`src/rtl/cpu_pkg.sv`:
```
// Shared constants for the 16-bit CPU front end.
// Holds the instruction field positions and the fetch state encoding.
package cpu_pkg;

    localparam int INSTR_W = 16;

    localparam int OPC_HI = 15;
    localparam int OPC_LO = 12;
    localparam int RD_HI  = 11;
    localparam int RD_LO  = 8;
    localparam int RS_HI  = 7;
    localparam int RS_LO  = 4;
    localparam int IMM_HI = 3;
    localparam int IMM_LO = 0;

    localparam logic [3:0] HALT_OPCODE = 4'hF;

    typedef enum logic [1:0] {
        S_REQ   = 2'd0,
        S_VALID = 2'd1,
        S_HALT  = 2'd2,
        S_FAULT = 2'd3
    } fetch_state_e;

endpackage

```
`src/rtl/fetch_timeout_counter.sv`:
```
// Counts REQ cycles spent waiting for memAck.
// The expired flag marks the last cycle the fetch may still complete.
module fetch_timeout_counter #(
    parameter int TIMEOUT = 15
) (
    input  logic clk,
    input  logic rst,
    input  logic i_clr,
    input  logic i_en,
    output logic o_expired
);

    localparam logic [7:0] TERM_CNT = 8'(TIMEOUT - 1);

    logic [7:0] r_wait_cnt;

    always_ff @(posedge clk) begin
        if (rst || i_clr) begin
            r_wait_cnt <= 8'd0;
        end else if (i_en) begin
            r_wait_cnt <= r_wait_cnt + 8'd1;
        end
    end

    assign o_expired = (r_wait_cnt == TERM_CNT);

endmodule

```
`src/rtl/instruction_fetch.sv`:
```
// Fetch/decode-front stage: PC, memory request handshake and instruction register.
// Decoded fields are plain slices of the IR; imm4 feeds the sign extender.
//
//   state   | meaning
//   --------+-----------------------------------------------
//   S_REQ   | memReq high, waiting for memAck at address pc
//   S_VALID | IR holds an instruction not yet consumed
//   S_HALT  | HALT opcode consumed; only rst leaves
//   S_FAULT | memory did not answer in TIMEOUT cycles; sticky
module instruction_fetch
    import cpu_pkg::*;
#(
    parameter int                ADDR_W   = 8,
    parameter logic [ADDR_W-1:0] RESET_PC = '0,
    parameter logic [3:0]        HALT_OP  = HALT_OPCODE,
    parameter int                TIMEOUT  = 15
) (
    input  logic                clk,
    input  logic                rst,
    output logic                memReq,
    output logic [ADDR_W-1:0]   memAddr,
    input  logic                memAck,
    input  logic [INSTR_W-1:0]  memData,
    output logic                instrValid,
    input  logic                instrReady,
    output logic [3:0]          opcode,
    output logic [3:0]          rd,
    output logic [3:0]          rs,
    output logic [3:0]          imm4,
    input  logic                pcLoad,
    input  logic [ADDR_W-1:0]   pcTarget,
    output logic [ADDR_W-1:0]   pc,
    output logic                halted,
    output logic                fault
);

    fetch_state_e        r_state;
    logic [ADDR_W-1:0]   r_pc;
    logic [INSTR_W-1:0]  r_ir;
    logic                r_mem_req;
    logic                r_instr_valid;
    logic                r_halted;
    logic                r_fault;

    logic                w_cnt_clr;
    logic                w_cnt_en;
    logic                w_expired;

    // The wait counter only runs in REQ and restarts whenever a fetch ends or is redirected.
    assign w_cnt_en  = (r_state == S_REQ);
    assign w_cnt_clr = (r_state != S_REQ) || pcLoad || memAck;

    fetch_timeout_counter #(
        .TIMEOUT (TIMEOUT)
    ) u_timeout (
        .clk       (clk),
        .rst       (rst),
        .i_clr     (w_cnt_clr),
        .i_en      (w_cnt_en),
        .o_expired (w_expired)
    );

    always_ff @(posedge clk) begin
        if (rst) begin
            r_state       <= S_REQ;
            r_pc          <= RESET_PC;
            r_ir          <= '0;
            r_mem_req     <= 1'b1;
            r_instr_valid <= 1'b0;
            r_halted      <= 1'b0;
            r_fault       <= 1'b0;
        end else begin
            case (r_state)
                S_REQ: begin
                    if (pcLoad) begin
                        r_pc <= pcTarget;
                    end else if (memAck) begin
                        r_ir          <= memData;
                        r_pc          <= r_pc + ADDR_W'(1);
                        r_state       <= S_VALID;
                        r_mem_req     <= 1'b0;
                        r_instr_valid <= 1'b1;
                    end else if (w_expired) begin
                        r_state   <= S_FAULT;
                        r_mem_req <= 1'b0;
                        r_fault   <= 1'b1;
                    end
                end
                S_VALID: begin
                    // Redirect consumes the instruction without looking at its opcode.
                    if (pcLoad) begin
                        r_pc          <= pcTarget;
                        r_state       <= S_REQ;
                        r_mem_req     <= 1'b1;
                        r_instr_valid <= 1'b0;
                    end else if (instrReady) begin
                        r_instr_valid <= 1'b0;
                        if (r_ir[OPC_HI:OPC_LO] == HALT_OP) begin
                            r_state  <= S_HALT;
                            r_halted <= 1'b1;
                        end else begin
                            r_state   <= S_REQ;
                            r_mem_req <= 1'b1;
                        end
                    end
                end
                S_HALT:  r_state <= S_HALT;
                S_FAULT: r_state <= S_FAULT;
                default: r_state <= S_FAULT;
            endcase
        end
    end

    assign memReq     = r_mem_req;
    assign memAddr    = r_pc;
    assign pc         = r_pc;
    assign instrValid = r_instr_valid;
    assign halted     = r_halted;
    assign fault      = r_fault;

    assign opcode = r_ir[OPC_HI:OPC_LO];
    assign rd     = r_ir[RD_HI:RD_LO];
    assign rs     = r_ir[RS_HI:RS_LO];
    assign imm4   = r_ir[IMM_HI:IMM_LO];

endmodule

```
`config.mk`:
```
export PLATFORM = sky130hd
export DESIGN_NAME = instruction_fetch
export DESIGN_NICKNAME = d
export VERILOG_FILES = /design/src/rtl/cpu_pkg.sv /design/src/rtl/fetch_timeout_counter.sv /design/src/rtl/instruction_fetch.sv
export SDC_FILE = /design/constraint.sdc
export NUM_CORES = 1
export LEC_CHECK = 0
export ABC_AREA = 1
export CAP_MARGIN = 20
export CORE_MARGIN = 2
export CORE_UTILIZATION = 40
export DETAILED_ROUTE_END_ITERATION = 8
export PLACE_DENSITY = 0.81
export SLEW_MARGIN = 25
export SYNTH_ARGS = -nofsm -noshare
export SYNTH_HDL_FRONTEND = slang
export SYNTH_HIERARCHICAL = 1
export SYNTH_SLANG_ARGS = --single-unit
```
`constraint.sdc`:
```
create_clock -name clk -period 3.8 [get_ports clk]
set_clock_uncertainty 0.1 [all_clocks]
set_input_delay 0.76 -clock clk [delete_from_list [all_inputs] [get_ports clk]]
set_output_delay 0.76 -clock clk [all_outputs]
set_load 0.02 [all_outputs]
```
==> run summary, run 1 <==
Outcome: finished clean
Largest area contributor in the netlist: dfxtp_1
Clock sink total: 38
Seq/Total Area, Yosys: 40.7%
Pwr/cell area: 679 nW/um^2
Net Switching: 0.739 mW
Layout Cells excl Fill: 386
Die height: 72.3 um
Synthesized instance count: 275
Final Hold Fails: 0
Final WL: 4.29 mm
Worst Path Arrival: 2470 ps
Nets@finish: 370
H-tree depth: 2
CTS tree: done
CTS buffer count: 5
Top Layer Used: met4
Vias in the first global route: 1664
Row count: 24
Worst min-delay path category: register to register
Seq pwr share: 33.3%
Min Tclk post-route: 2350 ps
Endpoints failing setup: 0
Syn avg cell area: 6.79 um^2
Worst r2r src: r_state[0]$_SDFFE_PP0P_
Worst-path fanout max: 17
Clk pin slew, worst setup/hold paths: 70 ps
Distinct cell type count of the synthesized netlist: 20
Setup crit end kind: register
Wire length on met3: 165 um
Power share of the clock group: 16.3%
Synth Cell Area: 1870 um^2
Top post-synthesis cells by area: dfxtp_1 41%, nor2_1 14%, nand2_1 10%
Logic pwr share: 50.4%
Unrepaired setup endpoints after global routing: false
Lkg Pwr: 1.04 nW
CP Class: input pin to register
First-pass GRT wire length: 7.20 mm
Core Box Area: 4410 um^2
Core Util, Final: 58.6%
Final ANT Viol Nets: 0
Sum Neg Setup Slack: 0 ps
Chip width: 72.3 um
CTS root buf: clkbuf_8
# Post-CTS Setup Buffers: 0
Met1 WL: 1.88 mm
Area after DPL: 2490 um^2
GP Congestion: 0.835
Hold Crit Start: memReq$_SDFFE_PP1P_
Pwr Total: 1.75 mW
Post-CTS Hold Fix Bufs: 0
Worst setup startpoint: pcLoad
Clk_lat worst skew: 280 ps
Register-to-Register Path Depth: 6
Worst-margin pin slew: 639 ps
Slew HR: 57.4%
Max_cap viols: 0
F_max: 426 MHz
P&R area growth vs syn: 38.4%
Largest net degree at the start of global routing: 27
Port Buffers: 64
Worst path max stage delay: 550 ps
Async SR Flop Fraction: 0%
Startpoint types: input pin
Max VDD drop: 0.439 mV
Resized Gates After CTS: 0
DR vias/cell: 4.80
Worst path required time: 3920 ps
Tcrit/Tclk final: 61.8%
Max-slew violations: 0
Layout cells sized above 1: 4.19%
Final HPWL DP: 3.26 mm
Grt ovf: 0
Post-synth top cells: 71 x nor2_1, 51 x nand2_1, 38 x dfxtp_1
P_int: 1.02 mW
Dpl cells: 378
Main synth FF type: dfxtp_1
Worst setup endpoint: r_ir[8]$_SDFFE_PP0P_
Reg-to-reg endpoint: r_ir[8]$_SDFFE_PP0P_
Initial detailed-routing violation count: 129
Post-synth top area share: 40.7%
Yosys reg bits: 38
Clk buf depth: 2
Delay-heaviest family, CP: buffers and inverters
Worst path depth: 6
Total number of vias: 1854
DR WL/cell: 11.1 um
Crit-path cells: clkdlybuf4s50_1, inv_1, nand3_1, inv_1, nor2_1, nor2_1
Most numerous cell in the Yosys netlist: nor2_1
Reg2reg setup slack: 1570 ps
Sw frac: 42.1%
Slowest stage cell on the critical path: inv_1
Drc violations: 0
Post-synth EDFFs: 0
Gr usage total: 17.2%
WP buf/inv: 3
Syn nets: 312
Design Area, Final: 2580 um^2
Initial core utilization: 42.3%
DRT Pass-1 Iters: 4
Fillers: 415
Warnings from Yosys: 6
Diodes inserted: 0
Multi-input logic area: 937 um^2
Metal2 WL: 2.20 mm
Register area: 761 um^2
Die ar.: 5230 um^2
Io pins: 65
Initial antenna violation count: 0
## per-stage QoR
step                setup slack (ps)  hold slack, ps
floorplan                       2100             358
global placement                1230             342
detailed placement              1150             355
CTS                             1440             374
global route                    1190             412
finish                          1450             369
## worst reg2reg max path, cell delays in order, from the launching register on
cell and delay [ps]:
dfxtp_1 340, inv_1 120, ha_1 410, nand3_1 450
inv_1 550, nor2_1 80, nor2_1 120
## kinds of logic (layout without fill, tap and decap cells)
kind of cell             count (synthesis)  count (layout)  share of synthesized area [%]
AO/OA/AOI/OAI                           48              48                           13.2
XOR/XNOR                                 1               1                          0.469
adder cells (fa/ha/maj)                  8               8                           5.36
buffers and inverters                   36              95                           9.11
flip-flops                              38              38                           40.7
AND/OR/NAND/NOR                        144             144                           31.1
## power by group through the flow
stage	combinational, mW	sequential [mW]	clock [mW]
after global routing	0.983	0.599	0.306
after global placement	0.867	0.588	0
after floorplan	0.505	0.679	0
after detailed placement	0.884	0.593	0
final	0.884	0.584	0.286
after CTS	0.887	0.584	0.290
## layout make-up
cell class                 instances  area share (%)
clock buffer                       6            3.19
clock inverter                     2           0.484
inverter                          23            3.34
multi-input combinational        201            36.3
sequential                        38            29.4
tap                               52            2.52
timing repair buffer              64            24.8
## layout by cell type (no fill, tap or decap), drive strengths merged
| master | n |
|---|---|
| dfxtp | 38 |
| nand2 | 53 |
| ha | 8 |
| clkdlybuf4s50 | 64 |
| inv | 23 |
| o211ai | 1 |
| a31oi | 1 |
| clkinv | 1 |
| clkinvlp | 1 |
| o21a | 1 |
| nor3 | 2 |
| nor4 | 1 |
| clkbuf | 6 |
| a21oi | 14 |
| nand3 | 13 |
| nor2 | 75 |
| xnor2 | 1 |
| o21ai | 31 |
## registers in the layout (all words and copies together) (netlist names)
| register | flops |
|---|---|
| fault | 1 |
| halted | 1 |
| instrValid | 1 |
| memAddr | 8 |
| memReq | 1 |
| r_ir | 16 |
| r_state | 2 |
| u_timeout/r_wait_cnt | 8 |
## how the worst min path moves through the flow
stage                                           end  cells past startpoint
6_report                        memReq$_SDFFE_PP1P_                      2
5_1_grt                         halted$_SDFFE_PP0P_                      1
3_3_place_gp                    memReq$_SDFFE_PP1P_                      2
3_5_place_dp                    memReq$_SDFFE_PP1P_                      2
4_1_cts                         memReq$_SDFFE_PP1P_                      2
2_1_floorplan  u_timeout/r_wait_cnt[5]$_SDFFE_PP0P_                      2
## per-layer routing
metal  track usage [%]  up-vias
met4              3.77        0
met1              20.3      832
met5                 0        -
met2              31.6       34
li1                  -      984
met3              3.75        4
(Power assumes the default switching activity.)
==> inputs of run 2 (changes only) <==
--- a/config.mk
+++ b/config.mk
@@ -10,7 +10,7 @@
 export CORE_MARGIN = 2
 export CORE_UTILIZATION = 40
 export DETAILED_ROUTE_END_ITERATION = 8
-export PLACE_DENSITY = 0.81
+export PLACE_DENSITY = 0.84
 export SLEW_MARGIN = 25
 export SYNTH_ARGS = -nofsm -noshare
 export SYNTH_HDL_FRONTEND = slang
==> constraint.sdc (replaced) <==
create_clock -name clk -period 2.14 [get_ports clk]
set_clock_uncertainty 0.1 [all_clocks]
set_input_delay 0.428 -clock clk [delete_from_list [all_inputs] [get_ports clk]]
set_output_delay 0.428 -clock clk [all_outputs]
set_load 0.02 [all_outputs]
==> run 2 against run 1 <==
Effect of this change: total power is 82% higher; flip-flop and latch count is the same; largest cell class unchanged; combinational power rose by 86%; wire length is 5.4% higher; count of clock-buffer cells in the layout stayed put; register-to-register slack worse by 1300 ps; global-route usage up 1.9 points; via count grew 2.3%; core utilization grew 1.2 points; non-clock buffer count rose by 7; critical path depth is 5 lower.
==> run summary, run 2 (synthesis gave the netlist of run 1 again) <==
Outcome: finished clean
Tcrit/Tclk final: 89.8%
Die ar.: 5230 um^2 (unchanged)
Final WL: 4.52 mm (+5.4%)
Worst-path fanout max: 7 (-10)
Post-CTS Hold Fix Bufs: 0 (unchanged)
Crit-path cells: clkdlybuf4s50_1
Design Area, Final: 2640 um^2 (+2.0%)
CP Class: register to output pin
Final ANT Viol Nets: 0 (unchanged)
Initial core utilization: 42.3% (unchanged)
Worst path required time: 1610 ps (-2310 ps)
H-tree depth: 2 (unchanged)
Most frequent cells in the layout: 71 x nor2_1, 64 x clkdlybuf4s50_1, 51 x nand2_1, 38 x dfxtp_1, 31 x o21ai_0
Nets@finish: 377 (+1.9%)
Unrepaired setup endpoints after global routing: false
Delay-heaviest family, CP: buffers and inverters
Worst Path Arrival: 1390 ps (-1080 ps)
Max VDD drop: 0.539 mV (+23%)
Core Box Area: 4410 um^2 (unchanged)
GP Congestion: 0.788 (-5.6%)
Worst-margin pin slew: 563 ps (-75.8 ps)
Largest Register: r_ir
Hold slack: 359 ps (-10.1 ps)
Clock sink total: 38 (unchanged)
Met2 GRT Util: 32.0% (+0.41 points)
Drc violations: 0 (unchanged)
Total number of vias: 1897 (+2.3%)
Largest net degree at the start of global routing: 17 (-37%)
Port Buffers: 64 (unchanged)
Lkg Pwr: 1.07 nW (+3.2%)
Vias in the first global route: 1838 (+10%)
P&R area growth vs syn: 41.2%
Clk pin slew, worst setup/hold paths: 80 ps (about the same)
Row count: 24 (unchanged)
Min Tclk post-route: 1920 ps
Resized Gates After CTS: 0 (unchanged)
CTS tree: done
Layout Cells excl Fill: 393 (+1.8%)
DR WL/cell: 11.5 um (+3.5%)
Max_cap viols: 0 (unchanged)
Clk buf depth: 2 (unchanged)
Layer with the highest usage: met2
Startpoint types: register
Area after DPL: 2540 um^2 (+2.1%)
Slew HR: 62.1% (+4.8 points)
Io pins: 65 (unchanged)
Pwr/cell area: 1210 nW/um^2 (+78%)
Worst min-delay path category: register to register
Die height: 72.3 um (unchanged)
Dpl cells: 385 (+1.9%)
Fillers: 432 (+4.1%)
DR vias/cell: 4.83 (+0.50%)
Max-slew violations: 0 (unchanged)
Endpoints failing setup: 0 (unchanged)
CTS buffer count: 5 (unchanged)
WP buf/inv: 1 (-2)
Pwr Total: 3.19 mW (+82%)
Clk_lat worst skew: 290 ps (about the same)
Diodes inserted: 0 (unchanged)
Max FFs per register: 16 (unchanged)
First-pass GRT wire length: 7.89 mm (+9.7%)
Setup crit end kind: output pin
Initial detailed-routing violation count: 107 (-17%)
# Post-CTS Setup Buffers: 0 (unchanged)
Global-route met1 utilization: 21.9% (+1.6 points)
Initial antenna violation count: 0 (unchanged)
DRT Pass-1 Iters: 4 (unchanged)
Chip width: 72.3 um (unchanged)
Grt ovf: 0 (unchanged)
Commonest non-fill, non-tap cell in the layout: nor2_1
Worst path max stage delay: 650 ps (+100 ps)
Final Hold Fails: 0 (unchanged)
M3 GR Usage: 5.28% (+1.5 points)
CTS root buf: clkbuf_8
F_max: 520 MHz
Slowest stage cell on the critical path: clkdlybuf4s50_1
Sum Neg Setup Slack: 0 ps (unchanged)
Gr usage total: 19.1% (+1.9 points)
Reg2reg setup slack: 260 ps (-1310 ps)
Layout cells sized above 1: 6.16% (+2.0 points)
Final HPWL DP: 3.44 mm (+5.5%)
run 2: cell count changes in the layout (fill, tap and decap cells not counted), sizes merged:
cell / delta
buf: +7
run 2: final timing paths:
check,start,depth (start not counted),end
min,memReq$_SDFFE_PP1P_,2,memReq$_SDFFE_PP1P_
max reg2reg,u_timeout/r_wait_cnt[0]$_SDFFE_PP0P_,8,r_state[0]$_SDFFE_PP0P_
max,memAddr[2]$_SDFFE_PP0P_,1,pc[2]
min reg2reg,memReq$_SDFFE_PP1P_,2,memReq$_SDFFE_PP1P_
run 2: layout make-up:
class / count / area (um^2) / share of cell area [%]
Clock inverter: 2 / 12.5 / 0.474
Sequential cell: 38 / 761 / 28.8
Tap cell: 52 / 65.1 / 2.47
Timing Repair Buffer: 71 / 693 / 26.3
Inverter: 23 / 86.3 / 3.27
Multi-Input combinational cell: 201 / 937 / 35.5
Clock buffer: 6 / 82.6 / 3.13
run 2: where the power goes:
part           internal, mW  switching [mW]  leakage [nW]  total (mW)
logic                 0.718           0.919         0.710        1.64
clock network         0.259           0.254        0.0472       0.513
registers             0.878           0.164         0.311        1.04
run 2: metrics by stage:
stage	utilization, %	setup WS, ps
finish	59.8	219
CTS	59.8	205
detailed placement	57.6	104
floorplan	-	505
global placement	57.6	183
global route	59.8	43.9
run 2: layer usage:
metal | vias up | wire length, um
met3 | 11 | 219
met5 | - | 0
met1 | 844 | 2000
met2 | 48 | 2200
met4 | 0 | 102
li1 | 994 | -
